### src/rtl/apb_pkg.sv
// Shared types and sizing for the APB register slave.
package apb_pkg;

  localparam int unsigned ADDR_W_DEF      = 8;
  localparam int unsigned DATA_W_DEF      = 8;
  localparam int unsigned DEPTH_DEF       = 16;
  localparam int unsigned WAIT_CYCLES_DEF = 2;
  localparam int unsigned WAIT_W          = $clog2(16);

  typedef enum logic [1:0] {
    S_IDLE = 2'd0,
    S_WAIT = 2'd1,
    S_ACC  = 2'd2
  } state_e;

endpackage

### src/rtl/apb_wait_counter.sv
// Wait-state down-counter: load a count, decrement, flag when one cycle remains.
// done_o is registered and asserts in the cycle where the count equals 1.
module apb_wait_counter
  import apb_pkg::*;
(
  input  logic              clk,
  input  logic              rst_n,
  input  logic              load_i,
  input  logic [WAIT_W-1:0] load_val_i,
  input  logic              dec_i,
  input  logic              clr_i,
  output logic              done_o
);

  logic [WAIT_W-1:0] cnt_q, cnt_d;
  logic              done_q, done_d;

  // Next count: clear has priority over load, load over decrement.
  always_comb begin
    cnt_d = cnt_q;
    if (clr_i) begin
      cnt_d = '0;
    end else if (load_i) begin
      cnt_d = load_val_i;
    end else if (dec_i && (cnt_q != '0)) begin
      cnt_d = cnt_q - WAIT_W'(1);
    end
    done_d = (cnt_d == WAIT_W'(1));
  end

  // Count and done flag registers.
  always_ff @(posedge clk or negedge rst_n) begin
    if (!rst_n) begin
      cnt_q  <= '0;
      done_q <= 1'b0;
    end else begin
      cnt_q  <= cnt_d;
      done_q <= done_d;
    end
  end

  assign done_o = done_q;

endmodule

### src/rtl/apb_reg_slave.sv
// APB completer with a DEPTH x DATA_W register bank and WAIT_CYCLES wait states.
// Optional: define APB_SLAVE_PSLVERR_EN to flag out-of-range addresses via pslverr;
// otherwise addresses wrap modulo DEPTH and pslverr stays 0.
module apb_reg_slave
  import apb_pkg::*;
#(
  parameter int unsigned ADDR_W      = ADDR_W_DEF,
  parameter int unsigned DATA_W      = DATA_W_DEF,
  parameter int unsigned DEPTH       = DEPTH_DEF,
  parameter int unsigned WAIT_CYCLES = WAIT_CYCLES_DEF
) (
  input  logic              pclk,
  input  logic              prstn,
  input  logic              psel,
  input  logic              penable,
  input  logic              pwrite,
  input  logic [ADDR_W-1:0] paddr,
  input  logic [DATA_W-1:0] pwdata,
  output logic              pready,
  output logic [DATA_W-1:0] prdata,
  output logic              pslverr
);

  localparam int unsigned IDX_W = (DEPTH > 1) ? $clog2(DEPTH) : 1;

`ifdef APB_SLAVE_PSLVERR_EN
  localparam bit ERR_EN = 1'b1;
`else
  localparam bit ERR_EN = 1'b0;
`endif

  state_e            state_q, state_d;
  logic              pready_q, pready_d;
  logic              pslverr_q, pslverr_d;
  logic [DATA_W-1:0] prdata_q, prdata_d;

  logic [IDX_W-1:0]  addr_q;
  logic              wr_q;
  logic [DATA_W-1:0] wdata_q;
  logic              err_q;

  logic [DATA_W-1:0] bank_q [DEPTH];

  logic              setup_c;
  logic              bus_err_c;
  logic [IDX_W-1:0]  idx_c;
  logic [DATA_W-1:0] rd_data_c;
  logic              cap_en_c;
  logic              wr_en_c;
  logic              cnt_load_c;
  logic              cnt_dec_c;
  logic              cnt_clr_c;
  logic              cnt_done;

  // Decode of the live bus address, used only at the setup edge.
  always_comb begin
    setup_c   = psel && !penable;
    bus_err_c = ERR_EN && (32'(paddr) >= DEPTH);
    if (ERR_EN) begin
      idx_c = IDX_W'(paddr);
    end else begin
      idx_c = IDX_W'(32'(paddr) % DEPTH);
    end
    rd_data_c = bus_err_c ? '0 : bank_q[idx_c];
  end

  apb_wait_counter u_wait_counter (
    .clk        (pclk),
    .rst_n      (prstn),
    .load_i     (cnt_load_c),
    .load_val_i (WAIT_W'(WAIT_CYCLES)),
    .dec_i      (cnt_dec_c),
    .clr_i      (cnt_clr_c),
    .done_o     (cnt_done)
  );

  // FSM state register.
  always_ff @(posedge pclk or negedge prstn) begin
    if (!prstn) begin
      state_q <= S_IDLE;
    end else begin
      state_q <= state_d;
    end
  end

  // Next-state and next-output logic.
  always_comb begin
    state_d    = state_q;
    pready_d   = pready_q;
    pslverr_d  = pslverr_q;
    prdata_d   = prdata_q;
    cap_en_c   = 1'b0;
    wr_en_c    = 1'b0;
    cnt_load_c = 1'b0;
    cnt_dec_c  = 1'b0;
    cnt_clr_c  = 1'b0;
    unique case (state_q)
      S_IDLE: begin
        pready_d  = 1'b1;
        pslverr_d = 1'b0;
        if (setup_c) begin
          cap_en_c = 1'b1;
          if (!pwrite) begin
            prdata_d = rd_data_c;
          end
          if (WAIT_CYCLES == 0) begin
            state_d   = S_ACC;
            pslverr_d = bus_err_c;
          end else begin
            state_d    = S_WAIT;
            pready_d   = 1'b0;
            cnt_load_c = 1'b1;
          end
        end
      end
      S_WAIT: begin
        if (!psel) begin
          state_d   = S_IDLE;
          pready_d  = 1'b1;
          cnt_clr_c = 1'b1;
        end else begin
          cnt_dec_c = 1'b1;
          if (cnt_done) begin
            state_d   = S_ACC;
            pready_d  = 1'b1;
            pslverr_d = err_q;
          end
        end
      end
      S_ACC: begin
        if (!psel) begin
          state_d   = S_IDLE;
          pready_d  = 1'b1;
          pslverr_d = 1'b0;
        end else if (penable && pready_q) begin
          wr_en_c   = wr_q && !err_q;
          state_d   = S_IDLE;
          pslverr_d = 1'b0;
        end
      end
      default: begin
        state_d   = S_IDLE;
        pready_d  = 1'b1;
        pslverr_d = 1'b0;
        cnt_clr_c = 1'b1;
      end
    endcase
  end

  // Registered bus outputs.
  always_ff @(posedge pclk or negedge prstn) begin
    if (!prstn) begin
      pready_q  <= 1'b1;
      pslverr_q <= 1'b0;
      prdata_q  <= '0;
    end else begin
      pready_q  <= pready_d;
      pslverr_q <= pslverr_d;
      prdata_q  <= prdata_d;
    end
  end

  // Transfer fields captured at setup and frozen until completion.
  always_ff @(posedge pclk or negedge prstn) begin
    if (!prstn) begin
      addr_q  <= '0;
      wr_q    <= 1'b0;
      wdata_q <= '0;
      err_q   <= 1'b0;
    end else if (cap_en_c) begin
      addr_q  <= idx_c;
      wr_q    <= pwrite;
      wdata_q <= pwdata;
      err_q   <= bus_err_c;
    end
  end

  // Register bank, written at the completion edge of a write.
  always_ff @(posedge pclk or negedge prstn) begin
    if (!prstn) begin
      for (int unsigned i = 0; i < DEPTH; i++) begin
        bank_q[i] <= '0;
      end
    end else if (wr_en_c) begin
      bank_q[addr_q] <= wdata_q;
    end
  end

  assign pready  = pready_q;
  assign prdata  = prdata_q;
  assign pslverr = pslverr_q;

endmodule

### config.mk
export PLATFORM = sky130hd
export DESIGN_NAME = apb_reg_slave
export DESIGN_NICKNAME = d
export VERILOG_FILES = /design/src/rtl/apb_pkg.sv /design/src/rtl/apb_wait_counter.sv /design/src/rtl/apb_reg_slave.sv
export SDC_FILE = /design/constraint.sdc
export NUM_CORES = 1
export LEC_CHECK = 0
export ABC_CLOCK_PERIOD_IN_PS = 2400
export CORE_MARGIN = 8
export CORE_UTILIZATION = 46
export CTS_CLUSTER_SIZE = 20
export DETAILED_ROUTE_END_ITERATION = 6
export DONT_BUFFER_PORTS = 1
export PLACE_DENSITY = 0.66
export SYNTH_ARGS = -nofsm -noshare
export SYNTH_HDL_FRONTEND = slang
export SYNTH_SLANG_ARGS = --single-unit
### constraint.sdc
create_clock -name pclk -period 2.4 [get_ports pclk]
set_input_delay 0.6 -clock pclk [delete_from_list [all_inputs] [get_ports pclk]]
set_output_delay 0.6 -clock pclk [all_outputs]
set_load 0.05 [all_outputs]
==> metrics <==
H-tree lvl count 4; type of origin of the critical path flip-flop; row cnt 46; Setup TNS Final 0 ps; Hold Vio Cnt, Final 156; routed len/inst 20.99 um; library cells used by synthesis 45; final core occ 51.62%; Synthesis Warnings 0; RSZ-0062 raised after global routing false; Clock Sinks 157; syn avg cell area 15.49 um2; R2R depth 4; critical path data required time 2720 ps; Initial Utilization 46.21%; # resized after CTS 0; Synth Flop Type dfrtp_1; drt first pass iters 4; CTS clk-pin slew, worst paths 70 ps; Die H 141.4 um; clk_skew 11.68 ps; initial antenna violation count 0; largest net degree at the start of global routing 158; Vias 3,916; status finished, violations left; worst hold slack -134.0 ps; synthesized area 7234 um2; vias in the first global route 4,314; crit-path max FO 10; Post-synth EDFFs 0; Placer Congestion 0.7357; top cells by area, synth dfrtp_1, mux2_2, mux4_2, mux2i_1, nor3_4; Skew-Pair Late Insertion Delay 440 ps; DIE WIDTH 141.4 um; register bit total from synthesis 157; Final setup viols 0; hpwl dp 9.597 mm; commonest non-fill, non-tap cell in the layout dfrtp_1; RR Endpoint bank_q[21]; # IOs 31; cts bufs inserted 17; Total Wirelength 14.78 mm; r2r setup slk 360 ps; GR Overflow Total 0; layout cells sized above 1 50.82%; Post-Syn Instances 467; final worst path period share 84.85%; nets 497; CTS Buffer Depth 2; gr usage total 16.36%; clock root buffer master clkbuf_16; hold crit path type in2async; Post-synth ARST share 100.0%; peak supply drop 0.0005293 V; DRT antenna net count 0; Cell Pwr Density 734.3 nW/um2; Worst R2R Start state_q[0]; core box area 15,660 um2; maxcap violations 0; most frequent cells in the layout dfrtp_1, mux2_2, mux4_2; Synth area leader dfrtp_1; Slew HR 56.94%; Post-Syn Nets 489; first-pass GRT wire length 24.64 mm; failing checks negative hold slack; Max Clk Rate 0.4911 GHz; sequential area share after synthesis 54.32%; minimum clock period 2036 ps; Worst-Margin Slew 645.9 ps; CTS tree done; Slew Limit Fails 0; crit path capture type flip-flop; crit path DAT 2360 ps; die area 20,000 um2; PortBufs 0; Synth-to-Final Area Change 11.71%; post-synth top area share 53.96%; DR DRC count 0; Ant. Diodes 0; vias per inst 5.563; leak pwr 0.003809 uW; Initial DRC Count 188; CP Class reg2reg
-- final cells by class --
| type | instances | area, um2 |
|---|---|---|
| fill | 1356 | 7574 |
| sequential | 157 | 3930 |
| multi-input combinational | 279 | 3162 |
| clock buffer | 17 | 425.4 |
| tap | 216 | 270.3 |
| clock inverter | 15 | 151.4 |
| timing repair buffer | 18 | 135.1 |
| inverter | 2 | 7.507 |
-- synth_stat cells, drive strengths merged (2+ instances only) --
| cell type | instances |
|---|---|
| nor3b | 3 |
| mux2i | 17 |
| nand3b | 2 |
| clkbuf | 7 |
| o221ai | 8 |
| nor2 | 24 |
| mux4 | 32 |
| nor4b | 2 |
| nand2b | 4 |
| nor3 | 6 |
| dfrtp | 156 |
| or3 | 2 |
| nand4b | 3 |
| xnor2 | 3 |
| mux2 | 142 |
| buf | 22 |
| a21oi | 4 |
| inv | 2 |
| nand2 | 12 |
-- worst max path at each step --
stage                     from          to  cells after the start  slack, ps
global placement          psel  bank_q[20]                      4        330
global route        state_q[0]  bank_q[20]                      4        250
detailed placement        psel  bank_q[21]                      4        320
floorplan               pready  bank_q[24]                      4        360
finish              state_q[0]  bank_q[21]                      4        360
CTS                 state_q[0]  bank_q[21]                      4        340
-- through the flow --
step                setup slack [ps]  area (um2)  hold WS, ps  cells  power, uW
finish                         363.6        8082       -134.0    704       5934
global route                   251.8        8082       -161.6    704       6170
CTS                            335.6        8082       -152.9    704       5982
detailed placement             323.5        7505        310.6    672       3349
global placement               328.1        7505        310.6    672       3326
floorplan                      357.0        7234        304.4    467       3285
-- power breakdown --
part	internal (uW)	total, uW	leakage [uW]	switching [uW]
registers	2730	2970	0.00216	235
clock network	1460	2640	0.000273	1180
logic	178	328	0.00138	150
total	4370	5930	0.00381	1570
-- per-layer routing --
metal | global-route usage, % | vias to the layer above | wire length [um]
met5 | 0 | - | 0
li1 | - | 1751 | -
met2 | 25.13 | 52 | 7045
met3 | 5.175 | 17 | 609
met1 | 21.77 | 2096 | 6930
met4 | 5.088 | 0 | 193
-- what timing repair did --
action / in CTS / in global routing
buffers inserted: 0 / 0
setup endpoints to repair: 0 / 0
hold endpoints to repair: 156 / 156
-- worst max-delay path, cell delays in order (launching register included) --
cell     delay [ps]
dfrtp_1         490
and2b_2         370
nand2_4         120
nor3_4          540
mux2_2          400
-- cell families after synthesis --
group                      share of synthesized area (%)
AOI/OAI and AO/OA                                  1.920
xor gates and xnor gates                          0.4843
adders and majority gates                         0.1729
buffers and inverters                              1.972
DFF                                                54.32
muxes                                              34.42
other                                            0.05184
and+or+nand+nor                                    6.658
-- registers in the layout, summed over array words and instances (netlist names) --
signal,flops
state_q,2
wr_q,1
prdata,8
addr_q,4
u_wait_counter.cnt_q,4
pready,1
u_wait_counter.done_o,1
wdata_q,8
bank_q,128
Power figures use the tool's default switching activity.
